`src/rtl/clock_div_pkg.sv`:
```
// Shared types and constants for the programmable clock divider.
//   DEF_CNT_WIDTH    : default width of half-period register and counter
//   DEF_NUM_CHANNELS : default channel count
//   half_period_t    : half-period value at default width
//   chan_idx_t       : channel index at default channel count
//   idx_width()      : channel index width, never narrower than 1 bit
package clock_div_pkg;

    localparam int DEF_CNT_WIDTH    = 24;
    localparam int DEF_NUM_CHANNELS = 4;

    typedef logic [DEF_CNT_WIDTH-1:0] half_period_t;
    typedef logic [$clog2(DEF_NUM_CHANNELS)-1:0] chan_idx_t;

    function automatic int idx_width(input int n);
        return (n > 1) ? $clog2(n) : 1;
    endfunction

endpackage

```
`src/rtl/divider_channel.sv`:
```
// One divider channel: counter, half-period register, pending-write register
// and registered square-wave / tick outputs.
//   clk            : divider clock
//   reset          : synchronous, active-low
//   enable         : run enable for this channel
//   sync_restart   : force phase 0 (shared across channels)
//   wr_en          : accepted config write targeting this channel
//   wr_half_period : value of that write
//   pending        : a written H is waiting for a period boundary
//   divided_out    : square wave, toggles every H cycles
//   tick           : one-cycle strobe coincident with each toggle
module divider_channel
    import clock_div_pkg::*;
#(
    parameter int CNT_WIDTH           = DEF_CNT_WIDTH,
    parameter int DEFAULT_HALF_PERIOD = 2
) (
    input  logic                 clk,
    input  logic                 reset,
    input  logic                 enable,
    input  logic                 sync_restart,
    input  logic                 wr_en,
    input  logic [CNT_WIDTH-1:0] wr_half_period,
    output logic                 pending,
    output logic                 divided_out,
    output logic                 tick
);

    logic [CNT_WIDTH-1:0] count;
    logic [CNT_WIDTH-1:0] half;
    logic [CNT_WIDTH-1:0] next_half;
    logic                 stopped;
    logic                 boundary;
    logic                 load;

    assign stopped  = (half == '0);
    assign boundary = (count == half - CNT_WIDTH'(1));

    // A pending H is only ever loaded when count is (or becomes) 0, so a
    // shorter H can never leave count beyond the new H-1.
    assign load = pending & (sync_restart | stopped | (enable & boundary));

    always_ff @(posedge clk) begin
        if (!reset) begin
            count       <= '0;
            half        <= CNT_WIDTH'(DEFAULT_HALF_PERIOD);
            next_half   <= '0;
            pending     <= 1'b0;
            divided_out <= 1'b0;
            tick        <= 1'b0;
        end else begin
            tick <= 1'b0;
            if (sync_restart) begin
                count       <= '0;
                divided_out <= 1'b0;
            end else if (stopped) begin
                count <= '0;
            end else if (enable) begin
                if (boundary) begin
                    count       <= '0;
                    divided_out <= ~divided_out;
                    tick        <= 1'b1;
                end else begin
                    count <= count + CNT_WIDTH'(1);
                end
            end

            if (load) half <= next_half;

            // wr_en is only asserted while pending is clear, so it never
            // collides with a load; a write landing on a boundary waits for
            // the following boundary.
            if (wr_en) begin
                pending   <= 1'b1;
                next_half <= wr_half_period;
            end else if (load) begin
                pending <= 1'b0;
            end
        end
    end

endmodule

```
`src/rtl/programmable_clock_divider.sv`:
```
// Multi-channel runtime-programmable clock divider.
//   internal_oscillator : clock, all logic on rising edge
//   reset               : synchronous, active-low
//   enable              : per-channel run enable
//   sync_restart        : realign all channels to phase 0
//   cfg_valid           : config write request
//   cfg_channel         : target channel
//   cfg_half_period     : new H (0 stops the channel)
//   cfg_ready           : write accepted when cfg_valid & cfg_ready
//   divided_out         : per-channel square waves (registered)
//   tick                : per-channel toggle strobes (registered)
module programmable_clock_divider
    import clock_div_pkg::*;
#(
    parameter int NUM_CHANNELS        = DEF_NUM_CHANNELS,
    parameter int CNT_WIDTH           = DEF_CNT_WIDTH,
    parameter int DEFAULT_HALF_PERIOD = 2
) (
    input  logic                                  internal_oscillator,
    input  logic                                  reset,
    input  logic [NUM_CHANNELS-1:0]               enable,
    input  logic                                  sync_restart,
    input  logic                                  cfg_valid,
    input  logic [idx_width(NUM_CHANNELS)-1:0]    cfg_channel,
    input  logic [CNT_WIDTH-1:0]                  cfg_half_period,
    output logic                                  cfg_ready,
    output logic [NUM_CHANNELS-1:0]               divided_out,
    output logic [NUM_CHANNELS-1:0]               tick
);

    localparam int IDX_W = idx_width(NUM_CHANNELS);

    logic [NUM_CHANNELS-1:0] pending;
    logic [NUM_CHANNELS-1:0] wr_en;
    logic [2**IDX_W-1:0]     pending_pad;

    // Unused index codes read as never-pending, so writes to them are
    // accepted and simply dropped.
    always_comb begin
        pending_pad                   = '0;
        pending_pad[NUM_CHANNELS-1:0] = pending;
        cfg_ready                     = ~pending_pad[cfg_channel];
    end

    for (genvar i = 0; i < NUM_CHANNELS; i++) begin : g_chan
        assign wr_en[i] = cfg_valid & cfg_ready & (cfg_channel == IDX_W'(i));

        divider_channel #(
            .CNT_WIDTH           (CNT_WIDTH),
            .DEFAULT_HALF_PERIOD (DEFAULT_HALF_PERIOD)
        ) u_chan (
            .clk            (internal_oscillator),
            .reset          (reset),
            .enable         (enable[i]),
            .sync_restart   (sync_restart),
            .wr_en          (wr_en[i]),
            .wr_half_period (cfg_half_period),
            .pending        (pending[i]),
            .divided_out    (divided_out[i]),
            .tick           (tick[i])
        );
    end

endmodule

```
`config.mk`:
```
export PLATFORM = sky130hd
export DESIGN_NAME = programmable_clock_divider
export DESIGN_NICKNAME = d
export VERILOG_FILES = /design/src/rtl/clock_div_pkg.sv /design/src/rtl/divider_channel.sv /design/src/rtl/programmable_clock_divider.sv
export SDC_FILE = /design/constraint.sdc
export NUM_CORES = 1
export LEC_CHECK = 0
export CORE_MARGIN = 3
export CORE_UTILIZATION = 45
export DETAILED_ROUTE_END_ITERATION = 10
export GPL_ROUTABILITY_DRIVEN = 1
export PLACE_DENSITY = 0.72
export SYNTH_ARGS = -nofsm -noshare
export SYNTH_HDL_FRONTEND = slang
export SYNTH_SLANG_ARGS = --single-unit
```
`constraint.sdc`:
```
create_clock -name internal_oscillator -period 3.9 [get_ports internal_oscillator]
set_clock_uncertainty 0.2 [all_clocks]
set_input_delay 1.17 -clock internal_oscillator [delete_from_list [all_inputs] [get_ports internal_oscillator]]
set_output_delay 1.17 -clock internal_oscillator [all_outputs]
set_load 0.01 [all_outputs]
```
# Word level (Yosys, flattened, before mapping)
# Index checks and enable logic that the tools add are counted.
word_totals:
  register_bits: 300
  in_bits: 34
  output_inout_bits: 9
  elab_cells: 115
classes:
  add_sub_neg: 8
  magnitude_cmp: 1
  eq_ne: 7
  mux: 18
  bitwise: 35
  reduce_logical: 22
op_table:
  columns: ["operator", "count"]
  rows:
  - ["24-bit by 1-bit adder with 24-bit output (second input constant)", 4]
  - ["24-bit equality test", 4]
  - ["24-bit logical NOT", 4]
  - ["24-bit two-way mux", 4]
  - ["24-bit by 1-bit subtractor with 24-bit output (second input constant)", 4]
  - ["4-bit OR reduction", 4]
  - ["1-bit inverter", 14]
  - ["1-bit bitwise AND", 13]
  - ["1-bit two-way mux", 13]
  - ["3-bit AND reduction", 4]
  - ["3-bit OR reduction", 4]
  - ["1-bit OR", 8]
  - ["2-bit nonzero test", 4]
  - ["2-bit equality test (second input constant)", 2]
  - ["2-bit by 3-bit less-than comparator with 1-bit output (second input constant)", 1]
  - ["1-bit binary-select mux with 2-bit select", 1]
  - ["2-bit by 1-bit equality test with 1-bit output (second input constant)", 1]
  - ["2-bit logical NOT", 1]
  - ["2-bit OR reduction", 1]

# Longest topological paths before layout
depth:
  depth_word: 7
  depth_mapped: 14
  depth_no_buf: 10

# Modules after synthesis
# Synthesis repeated with hierarchy kept, for this count alone.
unflattened:
  cells_unflattened: 2215
  hier_area_um2: 17986.0
modules_own_cells:
  columns: ["mod", "instances", "cells_per_inst", "area_per_inst_um2", "seq_area_each_um2"]
  rows:
  - ["divider_channel", 4, 552, 4480.5, 1501.4]
  - ["programmable_clock_divider", 1, 7, 63.8, 0.0]

# Worst setup path before layout
# OpenSTA, ideal clock, no wires.
synth_path:
  path_kind: "register to register"
  startpoint: "register g_chan[0].u_chan.half[10]"
  endpoint: "register g_chan[0].u_chan.half[11]"
  setup_time_ps: 127
  t_arrival_ps: 3268
  t_required_ps: 3573
  slack_ps: 305
  stages_incl_launch_ff: 12
  n_path_buf: 3
  period_less_slack_ps: 3595
  path_cell_list: "dfxtp_1 > buf_6 > or4_1 > buf_2 > or4_4 > or3_1 > o31a_1 > nor4_2 > nand4_1 > clkbuf_2 > and4_2 > or3_1"
synth_via:
  elab_chain_cells: 5
  word_cells_on_any_way: 7
  classes_between: "1 x add/sub; 1 x eq/ne; 4 x bitwise; 1 x reduce/logical"
synth_rtl:
  columns: ["item", "line", "source"]
  rows:
  - ["start: declaration", "divider_channel.sv:30", "logic [CNT_WIDTH-1:0] half;"]
  - ["start signal: assignment", "divider_channel.sv:46", "half <= CNT_WIDTH'(DEFAULT_HALF_PERIOD);"]
  - ["start signal: assignment", "divider_channel.sv:68", "if (load) half <= next_half;"]
  - ["24-bit by 1-bit subtractor with 24-bit output", "divider_channel.sv:37", "assign boundary = (count == half - CNT_WIDTH'(1));"]
  - ["24-bit equality test", "divider_channel.sv:37", null]
  - ["1-bit bitwise AND", "divider_channel.sv:41", "assign load = pending & (sync_restart | stopped | (enable & boundary));"]
  - ["1-bit OR *", "divider_channel.sv:41", null]
  - ["1-bit bitwise AND *", "divider_channel.sv:41", null]
# Every way passes the cells marked *; elsewhere a longest branch is shown, timed or not.
# A chain may end at the register's enable or synchronous reset.

# Worst setup path after layout
layout_path:
  startpoint: "input cfg_channel[1]"
  endpoint: "output cfg_ready"
layout_via:
  elab_chain_cells: 3
layout_rtl:
  columns: ["item", "line", "source"]
  rows:
  - ["start: declaration", "programmable_clock_divider.sv:24", "input logic [idx_width(NUM_CHANNELS)-1:0] cfg_channel,"]
  - ["1-bit binary-select mux with 2-bit select", "programmable_clock_divider.sv:42", "cfg_ready = ~pending_pad[cfg_channel];"]
  - ["1-bit two-way mux (implied by the code)", "programmable_clock_divider.sv:42", null]
  - ["1-bit inverter", "programmable_clock_divider.sv:42", null]
  - ["end: declaration", "programmable_clock_divider.sv:26", "output logic cfg_ready,"]
# Every way passes these cells. The select of a mux whose other input is x is not followed.

==> impl_metrics.tcl <==
set metrics [dict create \
    critPathKind "input pin to primary output" \
    syn_to_final_growth_pct 12.4 \
    p_sw_uw 1680 \
    drive_gt1_share_pct 8.06 \
    grt_overflow 0 \
    slowest_stage "clkdlybuf4s50_1" \
    initial_core_util_pct 45.9 \
    power_density_nw_per_um2 369 \
    io_buffer_count 42 \
    antenna_cells 0 \
    cp.required_ns 2.53 \
    hpwl_um 30000 \
    floorplan.rows 69 \
    fin_crit_ns 3.79 \
    grt_pass1_wl_um 69800 \
    synthArstFlopShare_pct 0 \
    drt-total-wl_um 42400 \
    grt_usage_pct 21.4 \
    drtAntennaViolNets 0 \
    pwr-share-seq_pct 46.0 \
    syn_inst 2061 \
    dieArea_um2 38900 \
    hp-class "register to register" \
    ys_seq_elements 300 \
    power_frac_clock_pct 46.1 \
    numCtsBuffers 34 \
    final_cell_mix "nand2_1 (413), dfxtp_1 (300), nor2_1 (170)" \
    final_util_pct 51.6 \
    leakagePower_uw 0.00640 \
    htreeDepth 2 \
    clk_latency_ns 0.53 \
    vias 14500 \
    postCtsHoldBufs 0 \
    path_cells "clkdlybuf4s50_1 > buf_4 > nor2b_1 > o21ai_0 > o21ai_0 > clkbuf_2" \
    cpMostUsedCell "o21ai_0" \
    place.gp.congestion 0.933 \
    pwr-share-comb_pct 7.9 \
    vias_per_cell 5.69 \
    synth_warnings 0 \
    post-route-period-util_pct 97.1 \
    startpoint_type "input pin" \
    cts_root_buf "clkbuf_16" \
    drtIter0Drc 1125 \
    syn_avg_cell_area_um2 7.98 \
    final_common_cell "nand2_1" \
    placed_cell_area_um2 17400 \
    setup_viol 0 \
    run_status "finished, final reports clean" \
    synth.yosys.seq_area_share_pct 36.5 \
    p_int_uw 5150 \
    design.final.nets 2102 \
    synth_area_um2 16500 \
    finalMaxSlewViolations 0 \
    drv_cap 0 \
    slowest_delay_ns 0.46 \
    cts.clk_slew.worst_paths_ns 0.07 \
    synth-edff-count 0 \
    die_h_um 197 \
    final_hold_viol_count 0 \
    antenna_found_initial 0 \
    p_sw_share_pct 24.7 \
    peakVddDrop_mv 0.334 \
    relSlewSlack_pct 44.3 \
    cts_buffer_depth 3 \
    grt_start_max_net_pins 149 \
    dieWidth_um 197 \
    yosys_most_used_dff "dfxtp_1" \
    synthesis.nets 2103 \
    design.core.area_um2 35800 \
    ys_types 86 \
    pin_count 43 \
    worstPathArrival_ns 2.42 \
    drtPass1Iterations 6 \
    rsz0062_at_grt "no" \
    postLayoutCellArea_um2 18500 \
    tritoncts "done" \
    drt-wirelength-per-cell_um 16.7 \
    clock-sinks 300 \
    max_clock_freq_mhz 264 \
    critPathMaxFanout 5 \
    crit_path_end_kind "primary output" \
    remaining_drc_errors 0 \
    worst_slew_pin_slew_ns 0.836 \
    grt_pass1_vias 13800 \
    num-fill-cells 3294 \
]
## cells in the mapped netlist, types with 7 or more instances
master      n  share of area [%]
nand2_1   413                9.4
dfxtp_1   300                 37
nor2_1    171                3.9
clkbuf_1  108                2.5
xnor2_1   103                5.5
nand3_1   102                3.1
xor2_1    100                5.3
a21boi_0   98                4.5
mux2i_1    81                4.9
nor3_1     62                1.9
o21ai_0    55                1.7
nand4_1    43                1.6
or3_1      39                1.5
nor4_1     33                1.3
and3_1     32                1.2
and4_1     20                1.1
inv_1      20               0.46
or4_1      18               0.82
nor2b_1    17               0.65
a21oi_1    15               0.46
nand2b_1   15               0.57
and4_2     13               0.79
buf_2      12               0.37
nand3b_1   12               0.55
buf_4      11               0.50
nor3b_1     9               0.41
o31ai_1     9               0.41
ha_1        8               0.61
o211ai_1    8               0.37
buf_6       7               0.48
nand4b_1    7               0.37
## logic make-up (layout without fill, tap and decap cells)
family,Yosys count,count (layout),share of synthesized area (%)
AO/OA/AOI/OAI,263,263,11.4
XOR/XNOR,204,204,10.9
adder cells (fa/ha/maj),8,8,0.608
buffers and inverters,164,188,4.55
flip-flops,300,300,36.5
multiplexers,82,82,5.00
AND/OR/NAND/NOR,1040,1040,31.0
## metal layers
layer	share of wire (%)	GRT usage, %	wire (µm)	vias up
met5	0	0	0	-
met4	2.7	6.57	1130	0
met3	4.9	2.68	2080	83
met2	46	35.2	19400	354
met1	47	29.4	19800	6877
li1	-	-	-	7167
## power groups by stage
stage | registers (µW) | logic, µW | clock network (µW)
2_1_floorplan | 3200 | 347 | 0
4_1_cts | 3140 | 530 | 3210
5_1_grt | 3150 | 588 | 3340
6_report | 3140 | 538 | 3150
3_5_place_dp | 3210 | 527 | 0
3_3_place_gp | 3210 | 517 | 0
## flip-flops by register name, summed over array words and instances (netlist names)
register,count
g_chan.u_chan.next_half,96
g_chan.u_chan.count,96
g_chan.u_chan.tick,4
g_chan.u_chan.divided_out,4
g_chan.u_chan.pending,4
g_chan.u_chan.half,96
## final cells by class
type                            instances  area (µm²)  share of cell area, %
Clock buffer                           47         971                   5.25
Clock inverter                         14         131                  0.710
Inverter                               21        78.8                  0.426
Multi-Input combinational cell       1597        9760                   52.8
Sequential cell                       300        6010                   32.5
Tap cell                              461         577                   3.12
Timing Repair Buffer                  106         975                   5.27
## stage by stage
step | hold slack (ns) | TNS [ns] | total power (µW) | setup WS, ns | cells
3_5_place_dp | 0.249 | -0.257 | 3740 | -0.257 | 2484
2_1_floorplan | 0.238 | 0 | 3550 | 0.305 | 2061
3_3_place_gp | 0.243 | -0.299 | 3730 | -0.299 | 2484
5_1_grt | 0.244 | 0 | 7080 | 0.00926 | 2546
6_report | 0.234 | 0 | 6830 | 0.113 | 2546
4_1_cts | 0.240 | 0 | 6880 | 0.0119 | 2545
## repair_timing
action / in CTS / in global routing
setup buffers: 0 / 1
setup endpoints to repair: 11 / 90
gates resized for setup: 2 / 8
pin swaps: 0 / 1
## critical path: cells and delay by family
family | cells | cell delay [ns]
AO/OA/AOI/OAI | 2 | 0.24
buffers and inverters | 3 | 0.83
AND/OR/NAND/NOR | 1 | 0.18
## final timing paths
path / endpoint / cells past startpoint / start / slack [ns]
worst max register to register: g_chan[0].u_chan.half[0] / 9 / g_chan[0].u_chan.half[11] / 0.19
worst min-delay path: g_chan[2].u_chan.half[21] / 2 / g_chan[2].u_chan.next_half[21] / 0.23
worst min register to register: g_chan[2].u_chan.half[21] / 2 / g_chan[2].u_chan.next_half[21] / 0.23
worst max-delay path: cfg_ready / 6 / cfg_channel[1] / 0.11
No activity file was read; power rests on OpenSTA's default activity.
